===== config.mk =====
export PLATFORM = sky130hd
export DESIGN_NAME = vc_sched
export DESIGN_NICKNAME = d
export VERILOG_FILES = /design/src/rtl/noc_pkg.sv /design/src/rtl/rr_pick.sv /design/src/rtl/vc_sched.sv
export SDC_FILE = /design/constraint.sdc
export NUM_CORES = 1
export LEC_CHECK = 0
export ABC_AREA = 1
export ABC_CLOCK_PERIOD_IN_PS = 6700
export CORE_UTILIZATION = 63
export CTS_CLUSTER_SIZE = 12
export DETAILED_ROUTE_END_ITERATION = 7
export GPL_ROUTABILITY_DRIVEN = 0
export PLACE_DENSITY = 0.87
export SLEW_MARGIN = 20
export SYNTH_ARGS = -nofsm -noshare
export SYNTH_HDL_FRONTEND = slang
export SYNTH_HIERARCHICAL = 1
export SYNTH_SLANG_ARGS = --single-unit

===== constraint.sdc =====
create_clock -name clk -period 6.7 [get_ports clk]
set_input_delay 1.34 -clock clk [delete_from_list [all_inputs] [get_ports clk]]
set_output_delay 1.34 -clock clk [all_outputs]
set_load 0.005 [all_outputs]

===== src/rtl/noc_pkg.sv =====
// Shared NoC definitions: allocator FSM states and default port sizing.
package noc_pkg;

  typedef enum logic {
    IDLE   = 1'b0,
    LOCKED = 1'b1
  } vc_state_e;

  localparam int FIFO_NUM_DEF     = 5;
  localparam int CREDIT_DEPTH_DEF = 4;

endpackage


===== src/rtl/rr_pick.sv =====
// Combinational round-robin picker: the first set req bit at or after ptr,
// scanning upward and wrapping. Returns a one-hot grant, its index, and any.
module rr_pick #(
  parameter int N  = 5,
  parameter int IW = (N > 1) ? $clog2(N) : 1
) (
  input  logic [N-1:0]  req,
  input  logic [IW-1:0] ptr,
  output logic [N-1:0]  gnt,
  output logic [IW-1:0] idx,
  output logic          any
);

  always_comb begin
    int          j;
    logic [IW-1:0] w_j;
    gnt = '0;
    idx = ptr;
    any = 1'b0;
    for (int off = 0; off < N; off++) begin
      j = int'(ptr) + off;
      if (j >= N) j = j - N;
      w_j = IW'(j);
      if (!any && req[w_j]) begin
        any      = 1'b1;
        gnt[w_j] = 1'b1;
        idx      = w_j;
      end
    end
  end

endmodule


===== src/rtl/vc_sched.sv =====
// Wormhole VC scheduler with per-VC credit counters and a round-robin head
// arbiter. Optional stall statistics counter under VC_SCHED_STATS_EN.
module vc_sched
  import noc_pkg::*;
#(
  parameter int FIFO_NUM     = FIFO_NUM_DEF,
  parameter int CREDIT_DEPTH = CREDIT_DEPTH_DEF,
  parameter int IW           = (FIFO_NUM > 1) ? $clog2(FIFO_NUM) : 1,
  parameter int CW           = $clog2(CREDIT_DEPTH + 1)
) (
  input  logic                clk,
  input  logic                rst,
  input  logic [FIFO_NUM-1:0] vc_valid,
  input  logic [FIFO_NUM-1:0] vc_head,
  input  logic [FIFO_NUM-1:0] vc_tail,
  input  logic [FIFO_NUM-1:0] credit_in,
  input  logic                out_ready,
  output logic [FIFO_NUM-1:0] rd_en,
  output logic [IW-1:0]       grant_idx,
  output logic                grant_valid,
  output logic                credit_err
`ifdef VC_SCHED_STATS_EN
  , output logic [15:0]       stall_cnt
`endif
);

  vc_state_e             r_state;
  logic [IW-1:0]         r_rr;
  logic [IW-1:0]         r_lock;
  logic                  r_err;

  logic [FIFO_NUM-1:0]   w_cnz;
  logic [FIFO_NUM-1:0]   w_err;
  logic [FIFO_NUM-1:0]   w_elig;
  logic [FIFO_NUM-1:0]   w_pick_gnt;
  logic [IW-1:0]         w_pick_idx;
  logic                  w_pick_any;
  logic                  w_go;
  logic [IW-1:0]         w_sel;
  logic [FIFO_NUM-1:0]   w_lock_oh;

  assign w_elig    = vc_valid & w_cnz;
  assign w_lock_oh = {{(FIFO_NUM-1){1'b0}}, 1'b1} << r_lock;

  rr_pick #(.N(FIFO_NUM), .IW(IW)) u_pick (
    .req (w_elig & vc_head),
    .ptr (r_rr),
    .gnt (w_pick_gnt),
    .idx (w_pick_idx),
    .any (w_pick_any)
  );

  // Reset gates the grant so outputs drop the instant rst falls.
  always_comb begin
    if (r_state == LOCKED) begin
      w_go  = rst & out_ready & w_elig[r_lock];
      w_sel = r_lock;
      rd_en = w_go ? w_lock_oh : '0;
    end else begin
      w_go  = rst & out_ready & w_pick_any;
      w_sel = w_go ? w_pick_idx : r_rr;
      rd_en = w_go ? w_pick_gnt : '0;
    end
  end

  assign grant_valid = w_go;
  assign grant_idx   = w_sel;
  assign credit_err  = r_err;

  always_ff @(posedge clk or negedge rst) begin
    if (!rst) begin
      r_state <= IDLE;
      r_rr    <= '0;
      r_lock  <= '0;
    end else if (w_go) begin
      if (r_state == LOCKED) begin
        if (vc_tail[r_lock]) begin
          r_state <= IDLE;
          r_rr    <= (r_lock == IW'(FIFO_NUM-1)) ? '0 : r_lock + 1'b1;
        end
      end else if (vc_tail[w_pick_idx]) begin
        r_rr <= (w_pick_idx == IW'(FIFO_NUM-1)) ? '0 : w_pick_idx + 1'b1;
      end else begin
        r_state <= LOCKED;
        r_lock  <= w_pick_idx;
      end
    end
  end

  // Per-VC credit counters; a pop and a returned credit in the same cycle cancel.
  for (genvar i = 0; i < FIFO_NUM; i++) begin : g_cred
    logic [CW-1:0] r_cnt;
    always_ff @(posedge clk or negedge rst) begin
      if (!rst)
        r_cnt <= CW'(CREDIT_DEPTH);
      else if (rd_en[i] && !credit_in[i])
        r_cnt <= r_cnt - 1'b1;
      else if (!rd_en[i] && credit_in[i] && (r_cnt != CW'(CREDIT_DEPTH)))
        r_cnt <= r_cnt + 1'b1;
    end
    assign w_cnz[i] = |r_cnt;
    assign w_err[i] = credit_in[i] & ~rd_en[i] & (r_cnt == CW'(CREDIT_DEPTH));
  end

  always_ff @(posedge clk or negedge rst) begin
    if (!rst) r_err <= 1'b0;
    else      r_err <= r_err | (|w_err);
  end

`ifdef VC_SCHED_STATS_EN
  logic [15:0] r_stall;
  always_ff @(posedge clk or negedge rst) begin
    if (!rst)
      r_stall <= '0;
    else if ((|vc_valid) && !w_go && (r_stall != 16'hFFFF))
      r_stall <= r_stall + 16'd1;
  end
  assign stall_cnt = r_stall;
`endif

endmodule

== Word level (Yosys, flattened, before mapping) ==
Cells that the tools add are included.

* Flip-flop bits (word level): 23
* Bits of input ports: 23
* Output and inout bits: 10

* Add/subtract/negate cells: 21
* Order comparisons: 17
* Equality and inequality tests: 13
* Shifts and indexed selects: 1
* Multiplexer cells: 70
* Bitwise gates (word level): 27
* Reductions and logical operators: 52

{| class="wikitable"
|+ Operator list
! operator !! count
|-
| $mux 3 || 27
|-
| $mux 5 || 8
|-
| $lt 3x4->1 const B || 7
|-
| $bmux 1 s3 || 8
|-
| $logic_and 1x1->1 || 24
|-
| $mux 1 || 22
|-
| $add 3x1->3 const B || 7
|-
| $eq 3x3->1 const B || 7
|-
| $or 5x5->5 || 4
|-
| $ge 4x3->1 const B || 4
|-
| $demux 1 s3 || 5
|-
| $ge 3x1->1 const B || 5
|-
| $ne 3x3->1 const B || 5
|-
| $reduce_or 3->1 || 5
|-
| $sub 3x1->3 const B || 5
|-
| $sub 3x3->3 const B || 5
|-
| $logic_not 1->1 || 14
|-
| $and 1x1->1 || 13
|-
| $reduce_bool 2->1 || 6
|-
| $and 5x5->5 || 2
|-
| $add 3x2->4 const B || 2
|-
| $not 1->1 || 7
|-
| $reduce_and 3->1 || 2
|-
| $reduce_or 5->1 || 1
|-
| 6 further kinds || 6
|}

== Logic depth before layout (Yosys ltp) ==
* Depth after elaboration: 26
* Gate-level depth with buffers: 30

== Modules after synthesis ==
Netlist, hierarchy kept.

{| class="wikitable"
|+ By module, submodules not included
! module !! instances !! cells an instance !! area an instance (µm²) !! seq. area each (µm²)
|-
| vc_sched || 1 || 280 || 1891.8 || 581.8
|-
| rr_pick || 1 || 241 || 1246.2 || 0.0
|}

== Least setup slack after synthesis ==
Ideal clock, no wire load.

* Path kind: flip-flop to output port
* Start: register r_rr[0]
* End: output grant_idx[2]
* Arrival time: 3.059 ns
* Path slack: 2.301 ns
* Stages on the path, launching flop included: 22
* Path through: dfrtp_1 > inv_2 > ha_1 > inv_1 > fa_1 > nor2_1 > nor2_2 > nand2_1 > nand2_1 > nor2_1 > nand3_1 > nand3_2 > nand3_1 > nor2_1 > nand2_2 > o21ai_0 > nor2_1 > nor2_1 > inv_1 > o21ai_0 > a21oi_1 > a21oi_1

* Elaborated cells on any way between the ends: 50

{| class="wikitable"
|+ RTL lines
! element !! RTL line !! text
|-
| from (decl) || vc_sched.sv:28 || <nowiki>logic [IW-1:0] r_rr;</nowiki>
|-
| from (signal assigned) || vc_sched.sv:79 || <nowiki>r_rr <= (r_lock == IW'(FIFO_NUM-1)) ? '0 : r_lock + 1'b1;</nowiki>
|-
| from (signal assigned) || vc_sched.sv:82 || <nowiki>r_rr <= (w_pick_idx == IW'(FIFO_NUM-1)) ? '0 : w_pick_idx + 1'b1;</nowiki>
|-
| branches (longest 16 deep; another with $add 3x1->4) || -- ||
|-
| $mux 3 (*) || rr_pick.sv:24 || <nowiki>if (!any && req[w_j]) begin</nowiki>
|-
| named net w_pick_idx[2] || vc_sched.sv:36 || <nowiki>logic [IW-1:0] w_pick_idx;</nowiki>
|-
| $mux 3 (*) || vc_sched.sv:61 || <nowiki>w_sel = w_go ? w_pick_idx : r_rr;</nowiki>
|-
| $mux 3 (*) || vc_sched.sv:55 || <nowiki>if (r_state == LOCKED) begin</nowiki>
|-
| to (decl) || vc_sched.sv:19 || <nowiki>output logic [IW-1:0] grant_idx,</nowiki>
|}

Mark *: on every way through the listed nets, which the timed path passes. The select of a mux whose other input is x is not followed.

== Final worst setup path ==
* Start: register r_rr[1]
* End: output grant_idx[2]

The elaborated chain is that of the path after synthesis.

==> results.py <==
metrics = {
    "outcome": {
        "outcome": "finished, final reports clean",
    },
    "setup_path": {
        "r2r_start": "r_rr[1]$_DFFE_PN0P_",
        "crit_arrival_ns": 4.44,
        "path_class": "reg -> out",
        "startpoint_type": "flop",
        "r2r_cells": 21,
        "cp_data_required_time_ns": 5.36,
        "regToRegSetupSlack_ns": 2.30,
        "r2r-end": "r_lock[1]$_DFFE_PN0P_",
        "crit_path_end_kind": "output pin",
        "crit_fanout": 10,
    },
    "synthesis": {
        "yosysUniqueCellTypes": 34,
        "yosys_warnings": 6,
        "syn_nets": 565,
        "ys_seq_elements": 23,
        "synth.avg_cell_area_sq_um": 6.023,
        "syn-cell-area_sq_mm": 0.003138,
        "ys_seq_area_share_pct": 18.54,
        "postSynthCellCount": 521,
    },
    "cts": {
        "worstSkewPairLatency_ns": 0.27,
        "htreeDepth": 1,
        "clockRootBuffer": "clkbuf_8",
        "ctsHoldBuffers": 0,
        "cts_tree": "yes",
        "cts_buffers": 3,
        "cts_setup_buffers": 0,
        "cts.clk_slew.worst_paths_ns": 0.09,
        "cts.sinks": 23,
        "clockBufferDepth": 2,
        "post_cts_resized": 0,
    },
    "route": {
        "via_count": 3434,
        "avgViaCountPerCell": 5.521,
        "finalWirelength_microns": 8035,
        "wl_per_cell_microns": 12.92,
        "first_pass_iters": 5,
        "ant_nets": 0,
        "first_iter_violations": 252,
        "drc": 0,
    },
    "die": {
        "core_area_sq_mm": 0.004755,
        "initial_core_util_pct": 66.00,
        "die_height_microns": 72.58,
        "io_pins": 33,
        "die_width_microns": 72.58,
        "num_rows": 25,
        "die-area_sq_mm": 0.005267,
    },
    "global_routing": {
        "grt-busiest-layer": "met2",
        "grt_pass1_vias": 3087,
        "grt_usage_pct": 32.71,
        "use_met2_pct": 56.07,
        "antenna_found_initial": 0,
        "overflow": 0,
        "grt_max_degree": 25,
        "grt_pass1_wl_microns": 13580,
        "met1_usage_pct": 44.07,
        "use_met3_pct": 2.624,
    },
    "timing": {
        "worstMarginPinSlew_ns": 0.4934,
        "rsz0062_at_grt": "false",
        "worst_clock_skew_ns": 0.001462,
        "setup_tns_ns": 0,
        "max_freq_mhz": 173.1,
        "drv_slew": 0,
        "post-route-period-util_pct": 86.22,
        "slew_headroom_pct": 66.76,
        "setup-violations-final": 0,
        "hold_violations": 0,
        "finalCriticalPeriod_ns": 5.777,
    },
    "final_layout": {
        "drive_above_1_share_pct": 11.71,
        "nets": 600,
        "final_cell_mix": "nand2_1, inv_1, nand3_1",
        "diodes": 0,
        "layout_commonest_cell": "nand2_1",
        "syn_to_final_growth_pct": 13.44,
    },
    "min_path": {
        "min_from": "g_cred[3].r_cnt[2]$_DFFE_PN1P_",
        "whs_endpoint": "g_cred[3].r_cnt[2]$_DFFE_PN1P_",
        "holdPathStages": 2,
        "min-delay-path-class": "reg -> reg",
    },
    "placement": {
        "io_buffers": 32,
        "place.detailed.hpwl_microns": 6492,
    },
    "run": {
        "max-cap-violations": 0,
    },
}
-- how the worst max path moves through the flow --
stage	start	slack, ns	to	cells after the start
2_1_floorplan	r_rr[0]$_DFFE_PN0P_	2.30	grant_idx[2]	21
3_3_place_gp	vc_valid[0]	1.07	grant_idx[2]	18
3_5_place_dp	vc_valid[0]	1.08	grant_idx[2]	18
4_1_cts	r_rr[1]$_DFFE_PN0P_	0.95	grant_idx[2]	19
5_1_grt	r_rr[1]$_DFFE_PN0P_	0.56	grant_idx[2]	19
6_report	r_rr[1]$_DFFE_PN0P_	0.92	grant_idx[2]	19
-- registers in the layout, summed over array words and instances (netlist names) --
name	flops
g_cred.r_cnt	15
r_lock	3
credit_err	1
r_rr	3
r_state	1
-- synth_stat cells, drive strengths merged --
cell type,n,share of area [%]
clkbuf,1,0.44
nor3,4,0.80
a21oi,23,4.5
nand3,61,11
nand2,188,24
nand4,16,3.2
o21ai,21,3.3
or2,1,0.28
and3,4,0.80
dfrtp,18,14
buf,3,0.96
nand3b,2,0.48
fa,6,3.8
xnor2,1,0.28
ha,15,6.0
o22ai,1,0.20
o211ai,4,0.96
dfstp,5,4.2
xor2,5,2.1
inv,85,10
nor2,56,7.8
o32a,1,0.32
-- logic make-up (layout without fill, tap and decap cells) --
| kind of cell | Yosys count | after routing | share of synthesized area (%) |
|---|---|---|---|
| AO/OA/AOI/OAI | 50 | 50 | 9.330 |
| XOR/XNOR | 6 | 6 | 2.393 |
| adder cells (fa/ha/maj) | 21 | 21 | 9.809 |
| buffers and inverters | 89 | 123 | 11.56 |
| flip-flops | 23 | 23 | 18.54 |
| AND/OR/NAND/NOR | 332 | 332 | 48.37 |
-- metrics by stage --
step                      setup slack [ns]  instance area (sq um)  utilization, %  cells  hold WS (ns)
after global routing                0.5573                   3560           74.87    622        0.4974
after detailed placement             1.082                   3513           73.89    618        0.4611
after CTS                           0.9491                   3560           74.87    622        0.4739
final                               0.9231                   3560           74.87    622        0.4727
after floorplan                      2.301                   3138               -    521        0.4490
after global placement               1.067                   3513           73.89    618        0.4579
-- routing by layer --
layer | part of all wire (%) | wire length, microns
met4 | 1.7 | 139
met1 | 43 | 3494
met3 | 8.4 | 675
met5 | 0 | 0
met2 | 46 | 3726
-- critical path, cell delays in order (launching register included) --
cell	delay, ns
dfrtp_1	0.58
inv_1	0.22
ha_1	0.26
ha_1	0.32
inv_1	0.25
o21ai_0	0.27
a21oi_1	0.33
nand2_1	0.09
nor2_1	0.13
nor2_2	0.08
nor2_1	0.17
nand2_2	0.12
o21ai_0	0.09
nor2_1	0.05
nor2_1	0.23
inv_1	0.11
o21ai_0	0.17
a21oi_1	0.06
a21oi_1	0.14
clkdlybuf4s50_1	0.52
-- layout make-up --
type	instances	area, sq um
Multi-Input combinational cell	409	2193
Fill cell	395	1195
Sequential cell	23	581.8
Timing Repair Buffer	34	335.3
Inverter	85	319.1
Tap cell	67	83.83
Clock buffer	3	41.29
Clock inverter	1	5.005
Power is left out: the tool's default activity adds up to more than one toggle a clock period on the data nets, which glitch-free logic cannot reach.
